## src/rtl/decimal_request_arbiter.sv

```systemverilog
// Round-robin arbiter over ten decimal request lines; the winner's 4-bit index is offered one cycle after sampling
// and held until code_ready, then the grant stays until that requester drops. Optional forced release: DRA_TIMEOUT_EN.
module decimal_request_arbiter #(
  parameter int N_REQ   = 10,
  parameter int CNT_W   = 8,
  parameter int TIMEOUT = 255
) (
  input  logic             clk,
  input  logic             rst,
  input  logic [N_REQ-1:0] req,
  output logic [3:0]       code,
  output logic             code_valid,
  input  logic             code_ready,
  output logic [N_REQ-1:0] gnt,
  output logic             busy,
  output logic [CNT_W-1:0] grant_count,
  output logic             timeout
);

  localparam logic [1:0] IDLE  = 2'd0;
  localparam logic [1:0] OFFER = 2'd1;
  localparam logic [1:0] HOLD  = 2'd2;

  localparam logic [3:0] LAST_CODE = 4'(N_REQ - 1);

  logic [1:0]       state;
  logic [3:0]       ptr;
  logic [3:0]       sel;
  logic             sel_found;
  logic [4:0]       idx;
  logic [N_REQ-1:0] sel_onehot;
  logic [3:0]       ptr_after_code;
  logic             hold_done;

  // Scan starts at ptr and wraps, so the line just served has the lowest priority.
  always_comb begin
    sel       = ptr;
    sel_found = 1'b0;
    idx       = '0;
    for (int i = 0; i < N_REQ; i++) begin
      idx = {1'b0, ptr} + 5'(i);
      if (idx >= 5'(N_REQ)) begin
        idx = idx - 5'(N_REQ);
      end
      if (!sel_found && req[idx[3:0]]) begin
        sel       = idx[3:0];
        sel_found = 1'b1;
      end
    end
  end

  assign sel_onehot     = {{(N_REQ-1){1'b0}}, 1'b1} << sel;
  assign ptr_after_code = (code == LAST_CODE) ? 4'd0 : code + 4'd1;
  assign busy           = (state != IDLE);

`ifdef DRA_TIMEOUT_EN
  localparam int HC_W = (TIMEOUT > 1) ? $clog2(TIMEOUT) : 1;

  logic [HC_W-1:0] hold_cnt;
  logic            force_rel;

  assign force_rel = (state == HOLD) && req[code] && (hold_cnt == HC_W'(TIMEOUT - 1));
  assign hold_done = (state == HOLD) && (!req[code] || force_rel);

  always_ff @(posedge clk) begin
    if (rst) begin
      hold_cnt <= '0;
      timeout  <= 1'b0;
    end else begin
      timeout <= force_rel;
      if (state != HOLD || force_rel) begin
        hold_cnt <= '0;
      end else begin
        hold_cnt <= hold_cnt + HC_W'(1);
      end
    end
  end
`else
  assign hold_done = (state == HOLD) && !req[code];
  assign timeout   = 1'b0;
`endif

  always_ff @(posedge clk) begin
    if (rst) begin
      state       <= IDLE;
      ptr         <= '0;
      code        <= '0;
      code_valid  <= 1'b0;
      gnt         <= '0;
      grant_count <= '0;
    end else begin
      case (state)
        IDLE: begin
          if (|req) begin
            code       <= sel;
            gnt        <= sel_onehot;
            code_valid <= 1'b1;
            state      <= OFFER;
          end
        end
        OFFER: begin
          // A requester dropping here does not cancel the offer; HOLD then releases next cycle.
          if (code_ready) begin
            code_valid  <= 1'b0;
            grant_count <= grant_count + CNT_W'(1);
            state       <= HOLD;
          end
        end
        HOLD: begin
          if (hold_done) begin
            gnt   <= '0;
            ptr   <= ptr_after_code;
            state <= IDLE;
          end
        end
        default: begin
          state <= IDLE;
        end
      endcase
    end
  end

endmodule
```

## config.mk

```make
export PLATFORM = sky130hd
export DESIGN_NAME = decimal_request_arbiter
export DESIGN_NICKNAME = d
export VERILOG_FILES = /design/src/rtl/decimal_request_arbiter.sv
export SDC_FILE = /design/constraint.sdc
export NUM_CORES = 1
export LEC_CHECK = 0
export ABC_CLOCK_PERIOD_IN_PS = 11650
export CORE_UTILIZATION = 45
export DETAILED_ROUTE_END_ITERATION = 7
export PLACE_DENSITY = 0.67
export SLEW_MARGIN = 20
export SYNTH_ARGS = -nofsm -noshare
export SYNTH_HDL_FRONTEND = slang
export SYNTH_SLANG_ARGS = --single-unit
```

## constraint.sdc

```tcl
create_clock -name clk -period 11.65 [get_ports clk]
set_clock_uncertainty 0.15 [all_clocks]
set_input_delay 3.495 -clock clk [delete_from_list [all_inputs] [get_ports clk]]
set_output_delay 3.495 -clock clk [all_outputs]
set_load 0.01 [all_outputs]
```

==> metrics.csv, run 1 <==
stage;metric;value;unit
setup_path;worst-path maximum fanout;7;
layout;layout cell share with drive strength beyond 1;11.39;%
power;Peak VDD IR;0.1670;mV
global_route;GRT overflow;0;
power;Tot Pwr;0.0005684;W
clock_tree;TritonCTS Buffers;5;
timing;setup_tns;0;ns
layout;area delta synth->final;11.51;%
setup_path;Crit path buffers/inverters;1;
global_route;All-Layer GR Usage;28.80;%
floorplan;IO Pins;38;
placed_design;IO Port Bufs;36;
layout;Design Area, Final;5030;um2
status;status;finished, final reports clean;
clock_tree;CTS tree;built;
setup_path;slowest stage cell, crit path;mux2i_1;
power;LEAKAGE;1.738;nW
job;max-cap violations;0;
setup_path;Required @ worst endpoint;11.68;ns
setup_path;crit-path leading delay family;simple AND/OR/NAND/NOR gates;
power;PwrDens;113.0;nW/um2
global_route;vias in the first global route;4423;
placed_design;Routability Congestion;0.9516;
timing;worst-margin pin slew;1.063;ns
setup_path;Arr. time, crit path;7.31;ns
clock_tree;CTS max path bufs;2;
timing;Period minus WS final;7.277;ns
floorplan;Initial Util;46.36;%
routing;vias per std cell;6.404;
timing;Max Clk Rate;0.1374;GHz
timing;Slew headroom;28.89;%
clock_tree;# clock sinks;29;
floorplan;# rows;36;
clock_tree;worst-skew pair later-pin latency;0.30;ns
yosys;Synth Instances;571;
timing;final worst path period share;62.47;%
yosys;Post-synth EDFFs;0;
layout;diode count;0;
setup_path;type of destination of the critical path;flip-flop;
yosys;Async S/R FF share, synth;0;%
routing;detailed route wirelength on metal3;1108;um
floorplan;core area;9729;um2
setup_path;critical path class;in -> reg;
yosys;Synth Area per Inst;7.899;um2
yosys;synthesized area;4511;um2
routing;Post-DRT Antenna Nets;0;
global_route;first-pass GRT wire length;23130;um
yosys;register area share after synthesis;12.87;%
global_route;initial antenna violation count;0;
setup_path;reg2reg start;ptr[1]$_SDFFE_PP0P_;
layout;Final Non-Filler Cells;721;
routing;# DRC;0;
placed_design;hpwl dp;10600;um
routing;1st-pass router iterations;6;
routing;DRT met1 WL;6085;um
routing;DRT Wirelength;14250;um
clock_tree;CTS resizes;0;
clock_tree;H-tree depth;2;
routing;DR top layer;met4;
timing;Hold Violations, Final;0;
setup_path;crit path launch;req[3];
floorplan;die area;10430;um2
setup_path;worst path cell trace;clkdlybuf4s50_1 -> mux2i_1 -> mux4_2 -> nor2_1 -> o21a_1 -> or2_1 -> or3b_2 -> nor4_1 -> a211oi_1 -> a22oi_2 -> nand2b_1 -> o31ai_1;
yosys;ys flop type;dfxtp_1;
routing;drt wl/cell;19.76;um
clock_tree;Worst-path clk slew;0.06;ns
setup_path;CP startpoint kind;input port;
placed_design;Inst Count DP;713;
layout;fillers;965;
clock_tree;hold_buf cts;0;
timing;Final Max Tran Viols;0;
yosys;post-synth cell types;96;
hold_path;Min-Delay Startpoint;gnt[0]$_SDFFE_PP0P_;
hold_path;HP Class;reg -> reg;
timing;Finish-stage setup viols;0;
yosys;Synth Net Count;609;
clock_tree;clock root cell;clkbuf_8;
layout;fin nets;625;
placed_design;placement-stage cell area;4913;um2
setup_path;Critical Path Max Stage Delay;0.75;ns
clock_tree;Post-CTS Setup Repair Bufs;0;
layout;final core area utilization;51.70;%
routing;met2 routed WL;6609;um
floorplan;chip width;102.1;um
yosys;flops & latches, synth;29;
routing;Detailed Route Iter0 Violations;361;
timing;RSZ-0062 raised after global routing;no;
routing;vias;4617;
floorplan;Die Y;102.1;um
yosys;Syn. warnings;0;
global_route;largest net degree at the start of global routing;44;
## power breakdown
part	switching (W)	leakage, nW	internal, W
combinational	0.000204	1.44	0.000136
sequential	0.00000985	0.236	0.000108
clock	0.0000404	0.0585	0.0000696
## worst paths after layout
kind                                            end  cells after the start  slack, ns
worst max register to register  gnt[2]$_SDFFE_PP0P_                     16       5.73
worst min-delay path            gnt[0]$_SDFFE_PP0P_                      2       0.31
worst max-delay path            gnt[1]$_SDFFE_PP0P_                     12       4.37
worst min register to register  gnt[0]$_SDFFE_PP0P_                      2       0.31
## layout by cell type (no fill, tap or decap), types with 6 or more instances in the layout
cell type,Yosys,final
a211oi_1,10,10
a21o_1,8,8
a21oi_1,36,36
a31oi_1,6,6
and2_1,8,8
and3_1,7,7
clkbuf_8,0,6
clkdlybuf4s50_1,0,36
dfxtp_1,29,28
ha_1,24,24
inv_1,15,15
mux2i_1,27,27
mux4_2,11,11
nand2_1,47,47
nand2b_1,9,9
nand3_1,18,18
nand4_1,9,9
nor2_1,55,55
nor2b_1,11,11
nor3_1,10,10
nor4_1,7,7
o211ai_1,19,19
o21ai_0,24,24
o31ai_1,7,7
xnor2_1,17,17
## through the flow
stage          setup WS, ns  hold slack [ns]
2_1_floorplan         5.320           0.3281
3_3_place_gp          4.303           0.2975
3_5_place_dp          4.141           0.3000
4_1_cts               4.434           0.3125
5_1_grt               4.114           0.3501
6_report              4.373           0.3098
## Yosys cell counts (all sizes together), types with 12 or more instances
master	instances	area, um2
nor2	56	212.7
nand2	47	176.4
a21oi	39	214.0
dfxtp	29	580.6
mux2i	28	292.8
o21ai	25	125.1
ha	24	300.3
nand3	19	107.6
o211ai	19	142.6
inv	18	67.56
xnor2	18	165.2
clkbuf	17	63.81
buf	15	98.83
a211oi	12	107.6
## cell type report
cell class	instances	area (um2)	share of cell area, %
multi-input cells	490	3692	73.41
flip-flops and latches	29	581.8	11.57
repair buffers	41	397.9	7.910
well taps	133	166.4	3.308
clock buffers	7	86.33	1.716
inverters	20	75.07	1.493
clock inverters	1	30.03	0.5970
## cell families after synthesis
kind of cell	after synthesis	share of synthesized area, %
DFF	29	12.87
buffers and inverters	52	5.270
AOI/OAI and AO/OA	171	29.27
and+or+nand+nor	222	26.27
muxes	47	14.15
other	1	0.08314
xor gates and xnor gates	24	4.993
adders and majority gates	25	7.101
## metal layers
layer	up-vias	GRT usage [%]
met5	-	0
met4	0	13.41
met3	33	4.172
met2	214	46.67
met1	2173	37.72
li1	2197	-
## sequential cells by signal, summed over array words and instances (netlist names)
register	flops
code	4
code_valid	1
gnt	10
grant_count	8
ptr	4
state	2
## worst min-delay path, delay by kind of cell (launching register included)
kind	cells	cell delay, ns
simple gates	1	0.05
flops	1	0.31
compound gates	1	0.05
No activity file was read; power rests on OpenSTA's default activity.
==> run 2, diff against run 1 <==
--- a/config.mk
+++ b/config.mk
@@ -5,7 +5,7 @@
 export SDC_FILE = /design/constraint.sdc
 export NUM_CORES = 1
 export LEC_CHECK = 0
-export ABC_CLOCK_PERIOD_IN_PS = 11650
+export ABC_CLOCK_PERIOD_IN_PS = 7600
 export CORE_UTILIZATION = 45
 export DETAILED_ROUTE_END_ITERATION = 7
 export PLACE_DENSITY = 0.67
==> constraint.sdc (replaced) <==
create_clock -name clk -period 7.6 [get_ports clk]
set_clock_uncertainty 0.15 [all_clocks]
set_input_delay 2.28 -clock clk [delete_from_list [all_inputs] [get_ports clk]]
set_output_delay 2.28 -clock clk [all_outputs]
set_load 0.01 [all_outputs]
==> run 2 against run 1 <==
  * Sequential power rose by 53%
  * Core utilization fell by 0.15 points
  * Final cell count rose by 0.28%
  * Clock power grew 15%
  * Hold slack improved by 0.0045 ns
  * Non-clock buffer count rose by 2
  * Critical path type unchanged
  * Highest routed layer unchanged
==> metrics.csv, run 2 (synthesis gave the netlist of run 1 again) <==
stage;metric;value;unit
global_route;initial antenna violation count;0;
power;P_sw;0.0003924;W
floorplan;Initial Util;46.36;%
timing;Period minus WS final;6.060;ns
setup_path;Arr. time, crit path;6.08;ns
timing;Slew headroom;32.30;%
setup_path;worst path cell trace;clkdlybuf4s50_1 -> mux2i_1 -> mux4_2 -> nor2_1 -> o21a_1 -> or2_1 -> or3b_2 -> nor4_1 -> a211oi_1 -> a22oi_2 -> nand2b_1 -> o31ai_1;
layout;layout cell share with drive strength beyond 1;11.86;%
timing;setup_tns;0;ns
clock_tree;clock root cell;clkbuf_8;
setup_path;type of destination of the critical path;flip-flop;
power;Clk pwr share;15.2;%
routing;Detailed Route Iter0 Violations;276;
timing;Max Clk Rate;0.1650;GHz
global_route;first-pass GRT wire length;22900;um
power;Peak VDD IR;0.1538;mV
global_route;All-Layer GR Usage;28.62;%
power;Switching Fraction;47.23;%
global_route;largest net degree at the start of global routing;43;
floorplan;IO Pins;38;
clock_tree;hold_buf cts;0;
clock_tree;TritonCTS Buffers;5;
power;LEAKAGE;1.733;nW
placed_design;hpwl dp;10640;um
power;sequential power share;21.8;%
clock_tree;# clock sinks;29;
floorplan;# rows;36;
floorplan;chip width;102.1;um
timing;worst-margin pin slew;1.012;ns
routing;vias per std cell;6.404;
routing;DRT Wirelength;14410;um
timing;RSZ-0062 raised after global routing;no;
placed_design;placement-stage cell area;4928;um2
setup_path;slowest stage cell, crit path;mux2i_1;
routing;1st-pass router iterations;7;
timing;Finish-stage setup viols;0;
setup_path;critical path class;in -> reg;
timing;Hold Violations, Final;0;
clock_tree;CTS resizes;0;
setup_path;Critical Path Max Stage Delay;0.72;ns
setup_path;Required @ worst endpoint;7.62;ns
routing;# DRC;0;
clock_tree;Post-CTS Setup Repair Bufs;0;
global_route;GRT overflow;0;
layout;Design Area, Final;5015;um2
layout;max reg flops;10;
floorplan;die area;10430;um2
setup_path;CP startpoint kind;input port;
placed_design;IO Port Bufs;36;
timing;Final Max Tran Viols;0;
power;Pint;0.0004384;W
hold_path;HP Class;reg -> reg;
routing;Post-DRT Antenna Nets;0;
clock_tree;CTS max path bufs;2;
layout;fin nets;627;
setup_path;worst-path maximum fanout;7;
status;status;finished, final reports clean;
clock_tree;H-tree depth;2;
layout;commonest non-fill, non-tap cells in the layout;nor2_1, nand2_1, a21oi_1, clkdlybuf4s50_1, dfxtp_1;
routing;vias;4630;
placed_design;Routability Congestion;0.9959;
clock_tree;Worst-path clk slew;0.07;ns
job;max-cap violations;0;
clock_tree;CTS tree;built;
layout;area delta synth->final;11.18;%
timing;final worst path period share;79.74;%
layout;biggest regs;gnt (10), grant_count (8);
routing;drt wl/cell;19.93;um
power;PwrDens;165.7;nW/um2
global_route;vias in the first global route;4381;
clock_tree;worst-skew pair later-pin latency;0.29;ns
floorplan;core area;9729;um2
layout;Largest Register;gnt;
power;part of the power in combinational logic;63.0;%
floorplan;Die Y;102.1;um
layout;most common cell after layout, fill and taps aside;nor2_1;
layout;diode count;0;
run 2: changes by cell type in the layout (fill, tap and decap cells not counted), sizes merged:
cell,before,now
clkbuf,7,5
buf,5,7
bufinv,1,0
clkinv,2,4
clkinvlp,0,1
run 2: worst paths after layout:
path	startpoint	to	slack [ns]	cells after the start
worst max-delay path	req[3]	gnt[9]$_SDFFE_PP0P_	1.54	12
worst min-delay path	code_valid$_SDFFE_PP0P_	code_valid$_SDFFE_PP0P_	0.31	2
worst max register to register	ptr[0]$_SDFFE_PP0P_	gnt[9]$_SDFFE_PP0P_	2.19	14
worst min register to register	code_valid$_SDFFE_PP0P_	code_valid$_SDFFE_PP0P_	0.31	2
run 2: final cells by class:
cell class	instances	area (um2)
Sequential cell	29	581.8
Multi-Input combinational cell	490	3692
Clock buffer	5	68.82
Clock inverter	3	17.52
Timing Repair Buffer	43	412.9
Tap cell	133	166.4
Fill cell	994	4715
Inverter	20	75.07
run 2: critical path: cells and delay by family:
| family | cells | cell delay (ns) |
|---|---|---|
| compound gates | 4 | 0.85 |
| simple gates | 5 | 1.34 |
| mux | 2 | 1.12 |
| buf+inv | 1 | 0.48 |
run 2: power by group through the flow:
stage,clock (W),combinational (W),sequential [W]
2_1_floorplan,0,0.000376,0.000185
3_3_place_gp,0,0.000505,0.000184
3_5_place_dp,0,0.000510,0.000184
4_1_cts,0.000131,0.000514,0.000181
5_1_grt,0.000136,0.000563,0.000183
6_report,0.000126,0.000524,0.000181
run 2: layer usage:
metal  global-route usage, %  routed length, um  part of all wire [%]
met1                   38.21               6412                    44
met2                   45.64               6515                    45
met3                   3.899                900                   6.2
met4                   13.41                580                   4.0
met5                       0                  0                     0
run 2: per-stage QoR:
stage	hold slack (ns)	util, %	total power, W	worst slack, ns	cells
finish	0.3144	51.54	0.0008309	1.540	723
global route	0.3509	51.54	0.0008823	1.373	723
CTS	0.3126	51.54	0.0008253	1.622	723
detailed placement	0.3004	50.66	0.0006935	1.333	715
global placement	0.2976	50.66	0.0006892	1.468	715
floorplan	0.3281	-	0.0005610	2.485	571
